## src/rtl/cpu_pkg.sv

```systemverilog
// Shared core types: tag type, the "no producer" tag and the CDB broadcast record.
// Latency: n/a (types and constants only).
// Backpressure: n/a. The reservation-station broadcast logic reuses cdb_t.
package cpu_pkg;

  localparam int DEF_NUM_UNITS = 8;
  localparam int DEF_TAG_W     = $clog2(DEF_NUM_UNITS);
  localparam int DEF_DATA_W    = 32;

  typedef logic [DEF_TAG_W-1:0] tag_t;

  // Tag 0 means "value ready, no producer"; it never wins arbitration.
  localparam tag_t TAG_NONE = '0;

  typedef struct packed {
    logic                  valid;
    tag_t                  tag;
    logic [DEF_DATA_W-1:0] data;
  } cdb_t;

endpackage

```

## src/rtl/cdb_arbiter_rr_pick.sv

```systemverilog
// rr_pick: combinational round-robin picker over slots 1..NUM_UNITS-1 (slot 0 skipped).
// Latency: purely combinational, no state.
// Backpressure: none; produces at most one grant. Ports: req, last -> grant (one-hot), winner, found.
module rr_pick #(
  parameter int NUM_UNITS = 8,
  parameter int TAG_W     = 3
) (
  input  logic [NUM_UNITS-1:0] req,
  input  logic [TAG_W-1:0]     last,
  output logic [NUM_UNITS-1:0] grant,
  output logic [TAG_W-1:0]     winner,
  output logic                 found
);

  int               cand;
  logic [TAG_W-1:0] idx;

  // Walk last+1, last+2, ... ; anything past NUM_UNITS-1 folds back to 1,
  // so slot 0 is never visited.
  always_comb begin
    grant  = '0;
    winner = '0;
    found  = 1'b0;
    cand   = 0;
    idx    = '0;
    for (int k = 1; k < NUM_UNITS; k++) begin
      cand = int'(last) + k;
      if (cand >= NUM_UNITS) begin
        cand = cand - (NUM_UNITS - 1);
      end
      idx = cand[TAG_W-1:0];
      if (!found && req[idx]) begin
        found      = 1'b1;
        grant[idx] = 1'b1;
        winner     = idx;
      end
    end
  end

endmodule

```

## src/rtl/cdb_arbiter.sv

```systemverilog
// cdb_arbiter: round-robin arbiter driving the registered common data bus broadcast.
// Latency: grant is combinational at edge k; broadcast visible from k+1 to k+2.
// Backpressure: none downstream; upstream valid/ready with req_ready as one-hot grant.
// Ports: CLOCK_50, RSTN_N (async active-low), flush, req_valid/req_data in,
//        req_ready out, cdb_valid/cdb_tag/cdb_data out (registered).
// Optional macro CDB_PERF_EN adds saturating perf_grants / perf_conflicts counters.
module cdb_arbiter
  import cpu_pkg::*;
#(
  parameter int NUM_UNITS = DEF_NUM_UNITS,
  parameter int TAG_W     = $clog2(NUM_UNITS),
  parameter int DATA_W    = DEF_DATA_W
) (
  input  logic                             CLOCK_50,
  input  logic                             RSTN_N,
  input  logic                             flush,
  input  logic [NUM_UNITS-1:0]             req_valid,
  input  logic [NUM_UNITS-1:0][DATA_W-1:0] req_data,
  output logic [NUM_UNITS-1:0]             req_ready,
  output logic                             cdb_valid,
  output logic [TAG_W-1:0]                 cdb_tag,
  output logic [DATA_W-1:0]                cdb_data
`ifdef CDB_PERF_EN
  ,
  output logic [31:0]                      perf_grants,
  output logic [31:0]                      perf_conflicts
`endif
);

  // Pointer parks on the top slot so slot 1 has first priority.
  localparam logic [TAG_W-1:0] LAST_RST = TAG_W'(NUM_UNITS - 1);

  logic [NUM_UNITS-1:0] pick_req;
  logic [NUM_UNITS-1:0] pick_grant;
  logic [TAG_W-1:0]     pick_winner;
  logic                 pick_found;
  logic                 grant_en;
  logic                 granted;

  logic [TAG_W-1:0]  last_q, last_d;
  logic              cdb_valid_q, cdb_valid_d;
  logic [TAG_W-1:0]  cdb_tag_q, cdb_tag_d;
  logic [DATA_W-1:0] cdb_data_q, cdb_data_d;

  rr_pick #(
    .NUM_UNITS(NUM_UNITS),
    .TAG_W    (TAG_W)
  ) u_rr_pick (
    .req   (pick_req),
    .last  (last_q),
    .grant (pick_grant),
    .winner(pick_winner),
    .found (pick_found)
  );

  always_comb begin
    pick_req    = req_valid;
    pick_req[0] = 1'b0;
    // RSTN_N gates ready so nothing looks granted while the flops are held.
    grant_en    = RSTN_N && !flush;
    granted     = grant_en && pick_found;
    req_ready   = grant_en ? pick_grant : '0;

    last_d      = last_q;
    cdb_valid_d = granted;
    cdb_tag_d   = TAG_W'(TAG_NONE);
    cdb_data_d  = '0;
    if (flush) begin
      last_d = LAST_RST;
    end else if (granted) begin
      last_d     = pick_winner;
      cdb_tag_d  = pick_winner;
      cdb_data_d = req_data[pick_winner];
    end
  end

  always_ff @(posedge CLOCK_50 or negedge RSTN_N) begin
    if (!RSTN_N) begin
      last_q      <= LAST_RST;
      cdb_valid_q <= 1'b0;
      cdb_tag_q   <= '0;
      cdb_data_q  <= '0;
    end else begin
      last_q      <= last_d;
      cdb_valid_q <= cdb_valid_d;
      cdb_tag_q   <= cdb_tag_d;
      cdb_data_q  <= cdb_data_d;
    end
  end

  assign cdb_valid = cdb_valid_q;
  assign cdb_tag   = cdb_tag_q;
  assign cdb_data  = cdb_data_q;

`ifdef CDB_PERF_EN
  logic [31:0] perf_grants_q, perf_grants_d;
  logic [31:0] perf_conflicts_q, perf_conflicts_d;
  logic        conflict;

  // Counters are statistics only: flush leaves them alone, they stick at all-ones.
  always_comb begin
    conflict         = $countones(req_valid[NUM_UNITS-1:1]) >= 2;
    perf_grants_d    = perf_grants_q;
    perf_conflicts_d = perf_conflicts_q;
    if (granted && (perf_grants_q != 32'hFFFF_FFFF)) begin
      perf_grants_d = perf_grants_q + 32'd1;
    end
    if (conflict && (perf_conflicts_q != 32'hFFFF_FFFF)) begin
      perf_conflicts_d = perf_conflicts_q + 32'd1;
    end
  end

  always_ff @(posedge CLOCK_50 or negedge RSTN_N) begin
    if (!RSTN_N) begin
      perf_grants_q    <= '0;
      perf_conflicts_q <= '0;
    end else begin
      perf_grants_q    <= perf_grants_d;
      perf_conflicts_q <= perf_conflicts_d;
    end
  end

  assign perf_grants    = perf_grants_q;
  assign perf_conflicts = perf_conflicts_q;
`endif

endmodule

```

## config.mk

```make
export PLATFORM = sky130hd
export DESIGN_NAME = cdb_arbiter
export DESIGN_NICKNAME = d
export VERILOG_FILES = /design/src/rtl/cpu_pkg.sv /design/src/rtl/cdb_arbiter_rr_pick.sv /design/src/rtl/cdb_arbiter.sv
export SDC_FILE = /design/constraint.sdc
export NUM_CORES = 1
export LEC_CHECK = 0
export ABC_CLOCK_PERIOD_IN_PS = 7200
export CAP_MARGIN = 20
export CORE_MARGIN = 4
export CORE_UTILIZATION = 42
export DETAILED_ROUTE_END_ITERATION = 8
export GPL_TIMING_DRIVEN = 0
export PLACE_DENSITY = 0.8
export SLEW_MARGIN = 40
export SYNTH_ARGS = -nofsm -noshare
export SYNTH_HDL_FRONTEND = slang
export SYNTH_SLANG_ARGS = --single-unit
```

## constraint.sdc

```tcl
create_clock -name CLOCK_50 -period 7.2 [get_ports CLOCK_50]
set_input_delay 1.44 -clock CLOCK_50 [delete_from_list [all_inputs] [get_ports CLOCK_50]]
set_output_delay 1.44 -clock CLOCK_50 [all_outputs]
set_load 0.02 [all_outputs]
```

# After elaboration in Yosys (flattened, before gate mapping)
# Index checks and enable logic that the tools add are counted.
[op_classes] order_cmp=22 add_sub_neg=14 mux=65 n_bitwise=6 n_reduce_logical=23
[ops] operator="$bmux W32 S3" count=1
[ops] operator="$mux W32" count=3
[ops] operator="$mux W8" count=8
[ops] operator="$mux W3" count=18
[ops] operator="$or A8 B8 Y8" count=6
[ops] operator="$lt A3 B4 Y1 const B" count=8
[ops] operator="$ge A4 B4 Y1 const B" count=7
[ops] operator="$bmux W1 S3" count=7
[ops] operator="$demux W1 S3" count=7
[ops] operator="$ge A3 B1 Y1 const B" count=7
[ops] operator="$mux W1" count=21
[ops] operator="$sub A3 B1 Y3 const B" count=7
[ops] operator="$add A3 B3 Y4 const B" count=4
[ops] operator="$logic_and A1 B1 Y1" count=15
[ops] operator="$add A3 B2 Y4 const B" count=2
[ops] operator="$logic_not A1 Y1" count=7
[ops] operator="$add A3 B1 Y4 const B" count=1
[ops] operator="$reduce_bool A2 Y1" count=1
[totals] inputBits=267 wordCells=134 output_inout_bits=44 reg_bits=39

# Longest topological paths before layout
# Gate-level depths: netlist of the first run.
[depth] depth_word=28 ltp_mapped=18 depth_no_buf=13

# Modules after synthesis
# A second synthesis of the first run with hierarchy kept.
[unflattened] cells_unflattened=509 hier_area_um2=5405.2
[by_module_without_submodules] mod="cdb_arbiter" n_inst=1 cells_per_inst=180 area_per_inst_um2=3020.4
[by_module_without_submodules] mod="rr_pick" n_inst=1 cells_per_inst=329 area_per_inst_um2=2384.8

# Worst setup path after synthesis of the first run
# Ideal clock, no wire load.
[synth_timing] path_kind="reg-to-output" start="reg last_q[2]" end="out req_ready[4]" t_required_ps=5760 slack_ps=1431 path_buffers=5 arrival_time_ps=4329 path_stages_with_launch=17 path_cell_list="dfstp_2 -> buf_4 -> clkinv_1 -> ha_1 -> buf_4 -> and3b_1 -> nor2_1 -> mux2_4 -> a21o_1 -> a311oi_4 -> nand4_4 -> or3_1 -> buf_2 -> buf_6 -> buf_6 -> or3_1 -> a31oi_1"
[synth_via] elab_chain_len=25 word_cells_on_any_way=109 classes_between="14 x add/sub; 21 x order compare; 49 x mux; 6 x bitwise; 19 x reduce/logical"
[synth_rtl] element="start, declared" line="cdb_arbiter.sv:40" rtl="logic [TAG_W-1:0] last_q, last_d;"
[synth_rtl] element="start signal, assigned" line="cdb_arbiter.sv:84" rtl="last_q <= last_d;"
[synth_rtl] element="parallel branches: the longest is 23 deep, another holds $add A3 B1 Y4"
[synth_rtl] element="$mux W8 *" line="cdb_arbiter_rr_pick.sv:32" rtl="if (!found && req[idx]) begin"
[synth_rtl] element="$mux W8 *" line="cdb_arbiter.sv:62" rtl="req_ready = grant_en ? pick_grant : '0;"
[synth_rtl] element="end, declared" line="cdb_arbiter.sv:19" rtl="output logic [NUM_UNITS-1:0] req_ready,"
# Every way passes the cells marked *. The select of a mux whose other input is x is not followed.

# Final worst setup path of the first run
[layout_timing] start="in req_valid[4]" end="out req_ready[2]"
[layout_via] elab_chain_len=22 word_cells_on_any_way=46 classes_between="28 x mux; 6 x bitwise; 12 x reduce/logical"
[layout_rtl] element="start, declared" line="cdb_arbiter.sv:17" rtl="input logic [NUM_UNITS-1:0] req_valid,"
[layout_rtl] element="$bmux W1 S3" line="cdb_arbiter_rr_pick.sv:32"
[layout_rtl] element="$mux W1 (not written as such)" line="cdb_arbiter_rr_pick.sv:32"
[layout_rtl] element="$mux W1" line="cdb_arbiter_rr_pick.sv:32"
[layout_rtl] element="$logic_not A1 Y1" line="cdb_arbiter_rr_pick.sv:32"
[layout_rtl] element="$logic_and A1 B1 Y1" line="cdb_arbiter_rr_pick.sv:32"
[layout_rtl] element="$mux W1" line="cdb_arbiter_rr_pick.sv:32"
[layout_rtl] element="$logic_not A1 Y1" line="cdb_arbiter_rr_pick.sv:32"
[layout_rtl] element="$logic_and A1 B1 Y1" line="cdb_arbiter_rr_pick.sv:32"
[layout_rtl] element="[6 not listed]"
[layout_rtl] element="$mux W1" line="cdb_arbiter_rr_pick.sv:32"
[layout_rtl] element="$logic_not A1 Y1" line="cdb_arbiter_rr_pick.sv:32"
[layout_rtl] element="$logic_and A1 B1 Y1" line="cdb_arbiter_rr_pick.sv:32"
[layout_rtl] element="$mux W1" line="cdb_arbiter_rr_pick.sv:32"
[layout_rtl] element="$logic_not A1 Y1" line="cdb_arbiter_rr_pick.sv:32"
[layout_rtl] element="$logic_and A1 B1 Y1" line="cdb_arbiter_rr_pick.sv:32"
[layout_rtl] element="$mux W8 *" line="cdb_arbiter_rr_pick.sv:32"
[layout_rtl] element="$mux W8 *" line="cdb_arbiter.sv:62"
# Every way passes the cells marked *; elsewhere a longest branch is shown, timed or not. The select of a mux whose other input is x is not followed.

==> impl_metrics.csv, run 1 <==
group,metric,value,unit
clock_network,clk_latency,0.30,ns
logic_synthesis,yosys.area_share.simple,26.6,%
logic_synthesis,ys.flop_type,"dfrtp_1",
timing,worstMarginPinSlew,0.779,ns
timing,slew_headroom,47.7,%
logic_synthesis,synth_top_family_by_area,"compound AO/OA/AOI/OAI gates",
detailed_routing,vias,8719,
logic_synthesis,synth_top_area_share,15.1,%
floorplanning,fp-row-count,44,
detailed_routing,drt_wl_total,33800,µm
grt,antenna_found_initial,6,
timing,hold_violations,0,
logic_synthesis,synth_seq_cells,39,
worst_setup_path,cp_data_required_time,5.76,ns
detailed_routing,drc,0,
min_path,hold_class,"flop to flop",
worst_setup_path,r2r-start,"last_q[0]",
worst_setup_path,path_class,"input port to primary output",
worst_setup_path,cp_data_arrival_time,5.67,ns
detailed_routing,wl_met2,16100,µm
flow_run,cap_violations,0,
floorplanning,core,14800,µm²
logic_synthesis,synth_area_leader_cell,"a21boi_0",
timing,timing.final.ws_setup,0.0926,ns
timing,max_freq,141,MHz
logic_synthesis,avgSynthCellArea,7.55,µm²
logic_synthesis,synth_area_leaders,"a21boi_0, o211ai_1, dfrtp_1, and3_1, nand4_1",
logic_synthesis,synth.mux.area_fraction,3.93,%
timing,tns,0,ns
detailed_routing,drt_first_pass_iters,5,
detailed_routing,wl_per_cell,25.0,µm
grt,grt_pass1_vias,8467,
placed_design,dp_slack,-0.0274,ns
detailed_routing,drt_iter0_drc,944,
logic_synthesis,async_flop_share,100,%
logic_synthesis,synthDistinctLibCells,76,
floorplanning,start_util,43.4,%
layout,area_delta_synth_final,55.1,%
grt,grt_use_total,37.3,%
logic_synthesis,synthesis.nets,1125,
logic_synthesis,synthXorXnorAreaFrac,2.17,%
clock_network,clk_pin_slew,0.06,ns
layout,fin_nets,1440,
logic_synthesis,syn_area,6400,µm²
layout,multiInputGateArea,4960,µm²
layout,ff_latch_area,980,µm²
placed_design,dp.final_hpwl,27300,µm
layout,fill_cells,1338,
clock_network,clock_sinks,39,
timing,whs,0.710,ns
worst_setup_path,critPathMaxFanout,10,
placed_design,port_buffers,306,
timing,setup_viol,0,
timing,drv_slew,0,
floorplanning,die_height,131,µm
timing,period_share,98.7,%
detailed_routing,wl_met3,2950,µm
timing,rsz0062_at_grt,"true",
grt,grt_max_degree,38,
min_path,hp-start,"last_q[1]",
grt,grt_remaining_overflow,0,
worst_setup_path,endpoint_kind,"primary output",
placed_design,gp_congestion,0.998,
run_status,status,"finished clean",
floorplanning,die-width,131,µm
detailed_routing,drt-met1-wl,13100,µm
logic_synthesis,synth_edf_count,0,
grt,grt_pass1_wl,50900,µm
logic_synthesis,synthAdderAreaFrac,1.96,%
logic_synthesis,ys_seq_area_share,15.3,%
logic_synthesis,synth_commonest_cells,"and3_1, a21boi_0, o211ai_1",
timing,finalCriticalPeriod,7.11,ns
logic_synthesis,yosysWarnings,0,
layout,drive_gt1_share,6.53,%
timing,skew,0.00896,ns
clock_network,ctsHoldBuffers,0,
clock_network,clock-root-buffer,"clkbuf_16",
detailed_routing,viasPerCell,6.44,
detailed_routing,top_layer_used,"met5",
layout,utilization,67.2,%
floorplanning,die-area,17300,µm²
logic_synthesis,synth-compound-area-share,42.2,%
clock_network,cts_buffers,5,
clock_network,cts_tree,"done",
floorplanning,ios,311,
clock_network,cts_buffer_depth,2,
clock_network,h-tree-depth,2,
logic_synthesis,synth.most_common_cell,"and3_1",
logic_synthesis,synthCells,848,
detailed_routing,final_antenna_net_count,0,
worst_setup_path,cp-startpoint,"req_valid[4]",
worst_setup_path,worst_setup_path_start_kind,"input port",
## metrics by stage
step / instance area [µm²] / instances
CTS: 9880 / 1347
floorplan: 6400 / 848
detailed placement: 9710 / 1339
finish: 9920 / 1353
global placement: 9690 / 1338
global route: 9920 / 1353
## final cells by class
| class | count | area share, % |
|---|---|---|
| Sequential cell | 39 | 9.87 |
| Antenna cell | 5 | 0.126 |
| Timing Repair Buffer | 309 | 31.2 |
| Buffer | 99 | 4.65 |
| Inverter | 8 | 0.303 |
| Tap cell | 184 | 2.32 |
| Clock buffer | 8 | 1.58 |
| Multi-Input combinational cell | 701 | 49.9 |
## critical path: stages
cell	delay (ns)
clkdlybuf4s50_1	0.63
mux4_2	0.56
nand2b_1	0.15
nand2_2	0.16
a311oi_4	0.28
buf_4	0.20
nand4_4	0.15
or3_1	0.35
buf_2	0.17
buf_2	0.19
buf_2	0.20
o2bb2a_2	0.26
a21oi_1	0.24
clkdlybuf4s50_1	0.66
## registers in the layout (all words and copies together), names as in the netlist
register   count
cdb_valid      1
last_q         3
cdb_tag        3
cdb_data      32
## path summary, 6_finish.rpt
| path | depth (start not counted) | end | slack, ns |
|---|---|---|---|
| min in group asynchronous | 1 | cdb_data[9] | 0.93 |
| hold reg to reg | 2 | last_q[1] | 0.71 |
| setup / recovery | 14 | req_ready[2] | 0.09 |
| hold / removal | 2 | last_q[1] | 0.71 |
| setup reg to reg | 17 | cdb_data[9] | 2.02 |
| max in group asynchronous | 2 | last_q[2] | 5.78 |
## metal layers
| layer | up-vias | track usage (%) |
|---|---|---|
| met1 | 4140 | 46.6 |
| met4 | 2 | 16.0 |
| met5 | - | 0 |
| met3 | 101 | 7.49 |
| met2 | 520 | 62.6 |
| li1 | 3956 | - |
## logic make-up after synthesis
| family | count (synthesis) |
|---|---|
| buf+inv | 108 |
| simple gates | 297 |
| other cells | 1 |
| xor+xnor | 15 |
| fa+ha+maj | 10 |
| flops | 39 |
| compound gates | 358 |
| mux | 20 |
## layout by cell type, fill, tap and decap left out, types with 4 or more instances in the layout
| cell | instances |
|---|---|
| inv_1 | 5 |
| nor2_1 | 26 |
| or3_1 | 4 |
| o32ai_1 | 6 |
| mux2_2 | 4 |
| nand2b_1 | 15 |
| xor2_1 | 4 |
| a31oi_1 | 9 |
| nand3_1 | 12 |
| nand2_1 | 37 |
| nor3_1 | 8 |
| xnor2_1 | 10 |
| clkbuf_16 | 5 |
| buf_2 | 24 |
| a32oi_1 | 4 |
| diode_2 | 5 |
| a22oi_1 | 6 |
| a21oi_1 | 14 |
| clkdlybuf4s50_1 | 305 |
| nor2b_1 | 6 |
| dfrtp_1 | 36 |
| o22ai_1 | 5 |
| buf_4 | 7 |
| ha_1 | 10 |
| mux2i_1 | 9 |
| nand4_1 | 38 |
| o211ai_1 | 128 |
| and2_1 | 4 |
| buf_6 | 6 |
| a21boi_0 | 129 |
| and3_1 | 135 |
| clkbuf_1 | 63 |
| a211oi_1 | 6 |
| o21ai_0 | 12 |
## timing repair
action | 4_1_cts | 5_1_grt
setup buffers | 0 | 2
gates resized for setup | 3 | 5
pin swaps | 0 | 1
setup endpoints to repair | 2 | 3
Power of run 1 is not shown: default switching activity piles up to over one toggle a cycle in this logic, so the estimate is an artifact.
==> run 2: changes to the inputs <==
--- a/config.mk
+++ b/config.mk
@@ -11,7 +11,7 @@
 export CORE_UTILIZATION = 42
 export DETAILED_ROUTE_END_ITERATION = 8
 export GPL_TIMING_DRIVEN = 0
-export PLACE_DENSITY = 0.8
+export PLACE_DENSITY = 0.83
 export SLEW_MARGIN = 40
 export SYNTH_ARGS = -nofsm -noshare
 export SYNTH_HDL_FRONTEND = slang
==> impl_metrics.csv, run 2 (synthesized netlist as in run 1, its figures left out) <==
group,metric,value,unit
layout,area_delta_synth_final,55.1,%
worst_setup_path,cp_data_arrival_time,5.63,ns
timing,worstMarginPinSlew,0.811,ns
floorplanning,start_util,43.4,%
grt,grt_pass1_vias,8513,
detailed_routing,vias,8785,
timing,period_share,98.2,%
placed_design,placed_cell_area,9710,µm²
timing,timing.final.ws_setup,0.129,ns
worst_setup_path,worst_r2r_endpoint,"cdb_data[4]",
grt,antenna_found_initial,4,
clock_network,cts_buffer_depth,2,
grt,grt_use_total,37.2,%
timing,skew,0.0148,ns
layout,final_common_cell,"clkdlybuf4s50_1",
worst_setup_path,r2r-start,"last_q[0]",
min_path,hold_path_depth,2,
clock_network,h-tree-depth,2,
clock_network,clk_pin_slew,0.06,ns
timing,setup_viol,0,
clock_network,cts_buffers,5,
detailed_routing,final_antenna_net_count,0,
worst_setup_path,crit_end,"req_ready[4]",
worst_setup_path,cp_data_required_time,5.76,ns
grt,grt_max_degree,35,
layout,utilization,67.3,%
placed_design,gp_congestion,1.04,
detailed_routing,drt_first_pass_iters,5,
detailed_routing,wl_met2,16100,µm
detailed_routing,viasPerCell,6.51,
min_path,hp-start,"last_q[1]",
floorplanning,die_height,131,µm
detailed_routing,drc,0,
grt,grt_pass1_wl,50700,µm
floorplanning,ios,311,
worst_setup_path,endpoint_kind,"primary output",
clock_network,clk_latency,0.30,ns
detailed_routing,wl_per_cell,25.1,µm
placed_design,dp_slack,-0.0506,ns
detailed_routing,top_layer_used,"met5",
timing,finalCriticalPeriod,7.07,ns
clock_network,clock_sinks,39,
run_status,status,"finished clean",
placed_design,dp.final_hpwl,27700,µm
layout,fin_nets,1440,
timing,slew_headroom,45.5,%
worst_setup_path,reg2reg_depth,17,
worst_setup_path,cp-startpoint,"last_q[0]",
floorplanning,fp-row-count,44,
flow_run,cap_violations,0,
timing,tns,0,ns
timing,rsz0062_at_grt,"false",
placed_design,port_buffers,306,
floorplanning,die-width,131,µm
detailed_routing,drt_wl_total,33900,µm
layout,design_area,9930,µm²
clock_network,ctsHoldBuffers,0,
layout,largest_register_ffs,32,
worst_setup_path,worst_setup_path_start_kind,"flop",
layout,layout_common_cells,"clkdlybuf4s50_1, and3_1, a21boi_0",
clock_network,clock-root-buffer,"clkbuf_16",
timing,hold_violations,0,
floorplanning,die-area,17300,µm²
timing,max_freq,141,MHz
worst_setup_path,path_class,"flop to primary output",
floorplanning,core,14800,µm²
worst_setup_path,r2r_slack,1.93,ns
worst_setup_path,critPathMaxFanout,10,
detailed_routing,drt-met1-wl,12500,µm
grt,grt_remaining_overflow,0,
layout,fill_cells,1332,
layout,drive_gt1_share,6.44,%
detailed_routing,drt_iter0_drc,940,
timing,drv_slew,0,
detailed_routing,wl_met3,3510,µm
clock_network,cts_tree,"done",
min_path,hold_class,"flop to flop",
run 2: how the worst min path moves through the flow:
stage	endpoint	slack, ns
final	last_q[1]	0.70
after global placement	last_q[1]	0.69
after detailed placement	last_q[1]	0.69
after CTS	last_q[1]	0.69
after global routing	last_q[1]	0.77
after floorplan	last_q[1]	0.63
run 2: layout make-up:
cell class	count	area (µm²)	share of cell area (%)
antenna	1	2.50	0.0252
inverter	8	30.0	0.302
sequential	39	980	9.87
clock buffer	6	139	1.40
buffer	99	462	4.65
tap	184	230	2.32
multi-input combinational	701	4950	49.8
clock inverter	2	35.0	0.353
timing repair buffer	309	3100	31.3
run 2: per-stage QoR:
step	hold slack (ns)	std cells
finish	0.699	1349
detailed placement	0.689	1339
global route	0.774	1349
global placement	0.687	1338
floorplan	0.628	848
CTS	0.694	1347
run 2: repair_timing:
action,4_1_cts,5_1_grt
setup buffers,0,2
gates resized for setup,2,7
pin swaps,0,1
endpoints found under the setup margin,1,3
run 2: layer usage:
metal	global-route usage, %	vias up
met5	0	-
met4	16.7	6
met3	8.87	127
met2	62.5	596
met1	45.1	4104
li1	-	3952
run 2: worst max-delay path: stages, from the launching register on:
cell,delay (ns)
dfstp_2,0.62
buf_2,0.26
inv_1,0.13
ha_1,0.38
buf_4,0.20
inv_2,0.10
a22oi_1,0.09
o22ai_1,0.51
a221oi_2,0.25
a311oi_4,0.54
nand4_4,0.21
or3_1,0.34
buf_2,0.17
buf_6,0.16
buf_6,0.14
or3_1,0.30
a31oi_1,0.27
clkdlybuf4s50_1,0.67
Power of run 2 is left out for the same reason.
==> RTL change (settings of run 1) <==
`DEF_NUM_UNITS`: 8 -> 16.
--- a/src/rtl/cpu_pkg.sv
+++ b/src/rtl/cpu_pkg.sv
@@ -3,7 +3,7 @@
 // Backpressure: n/a. The reservation-station broadcast logic reuses cdb_t.
 package cpu_pkg;
 
-  localparam int DEF_NUM_UNITS = 8;
+  localparam int DEF_NUM_UNITS = 16;
   localparam int DEF_TAG_W     = $clog2(DEF_NUM_UNITS);
   localparam int DEF_DATA_W    = 32;
 
Ports: changed (resized cdb_tag, req_data, req_ready and req_valid); port bits go from 311 to 584. No check against the original RTL was run, so the function may have changed too.
==> RTL change against run 1 <==
- the flow now stops in 5_1_grt
- synthesized area is 100% higher
==> RTL change: results (changes against run 1) <==
status:
  outcome: "aborted with a tool error"  # was completed
  haltStage: "5_1_grt"
  error_line: "[ERROR GRT-0116] Global routing finished with congestion. Check the congestion regions in the DRC Viewer."
place:
  numPortBuffers: 578  # was 306
  dp_hpwl_um: 92700  # was 27300 um
  dp.cells: 2784  # was 1339
  place.gp.congestion: 1.36  # was 0.998
clocking:
  cts_buffer_depth: 2  # unchanged
  cts_made_buffers: 5  # unchanged
  cts-htree-levels: 2  # unchanged
  clock-sinks: 41  # was 39
  cts_root_buffer: "clkbuf_16"  # unchanged
logic_synthesis:
  synth_cell_types: 92  # was 76
  yosysSeqAreaShare_pct: 7.89  # was 15.3%
  synthArstFlopShare_pct: 100  # unchanged
  yosys-top-cells-count: "mux2i_1, nand2_1, nor4_1, o21ai_0, nor2_1"  # was and3_1, a21boi_0, o211ai_1, clkbuf_1, nand4_1
  avgSynthCellArea_um2: 7.23  # was 7.55 um^2
  ys.flop_type: "dfrtp_1"  # unchanged
  yosys_warnings: 0  # unchanged
  yosys-top-cells-area: "mux2i_1, nor4_1, dfrtp_1"  # was a21boi_0, o211ai_1, dfrtp_1
  synthesis.nets: 2353  # was 1125
grt:
  grt.total_usage_pct: 65.6
  overflow: 2
  grt_max_degree: 41
  grt_pass1_wl_um: 158000
  grt_pass1_vias: 21100
==> RTL change: cell types whose count changed after synthesis, moves of 79 or more <==
cell | before | now
a21boi_0 | 129 | 5
nand2_1 | 37 | 182
nor4_1 | 1 | 165
and3_1 | 135 | 10
nor2_1 | 27 | 106
o21ai_0 | 12 | 129
o211ai_1 | 128 | 12
mux2i_1 | 11 | 235
==> RTL change: per-stage QoR <==
stage | util (%) | hold slack [ps] | cell area (um^2) | setup WS (ps)
detailed placement | 63.4 | 1270 | 19400 | -1790
floorplan | - | 1000 | 13100 | 726
global placement | 63.1 | 1310 | 19400 | -2230
CTS | 65.9 | 949 | 20200 | -191
==> RTL change: routing by layer <==
layer	global-route usage [%]	GRT overflow
met2	82.2	0
met4	58.1	2
met1	68.7	0
met5	20.9	0
met3	49.1	0
==> RTL change: kinds of logic after synthesis <==
kind of cell / count (synthesis) / share of synthesized area (%)
mux: 321 / 26.5
xor+xnor: 62 / 4.32
simple gates: 680 / 27.1
compound gates: 488 / 25.8
fa+ha+maj: 16 / 1.49
other cells: 1 / 0.0287
flops: 41 / 7.89
buf+inv: 199 / 6.88
==> RTL change: repair_timing <==
item                                    4_1_cts
endpoints found under the setup margin       51
setup buffers                                16
pin swaps                                     9
gates resized for setup                     142
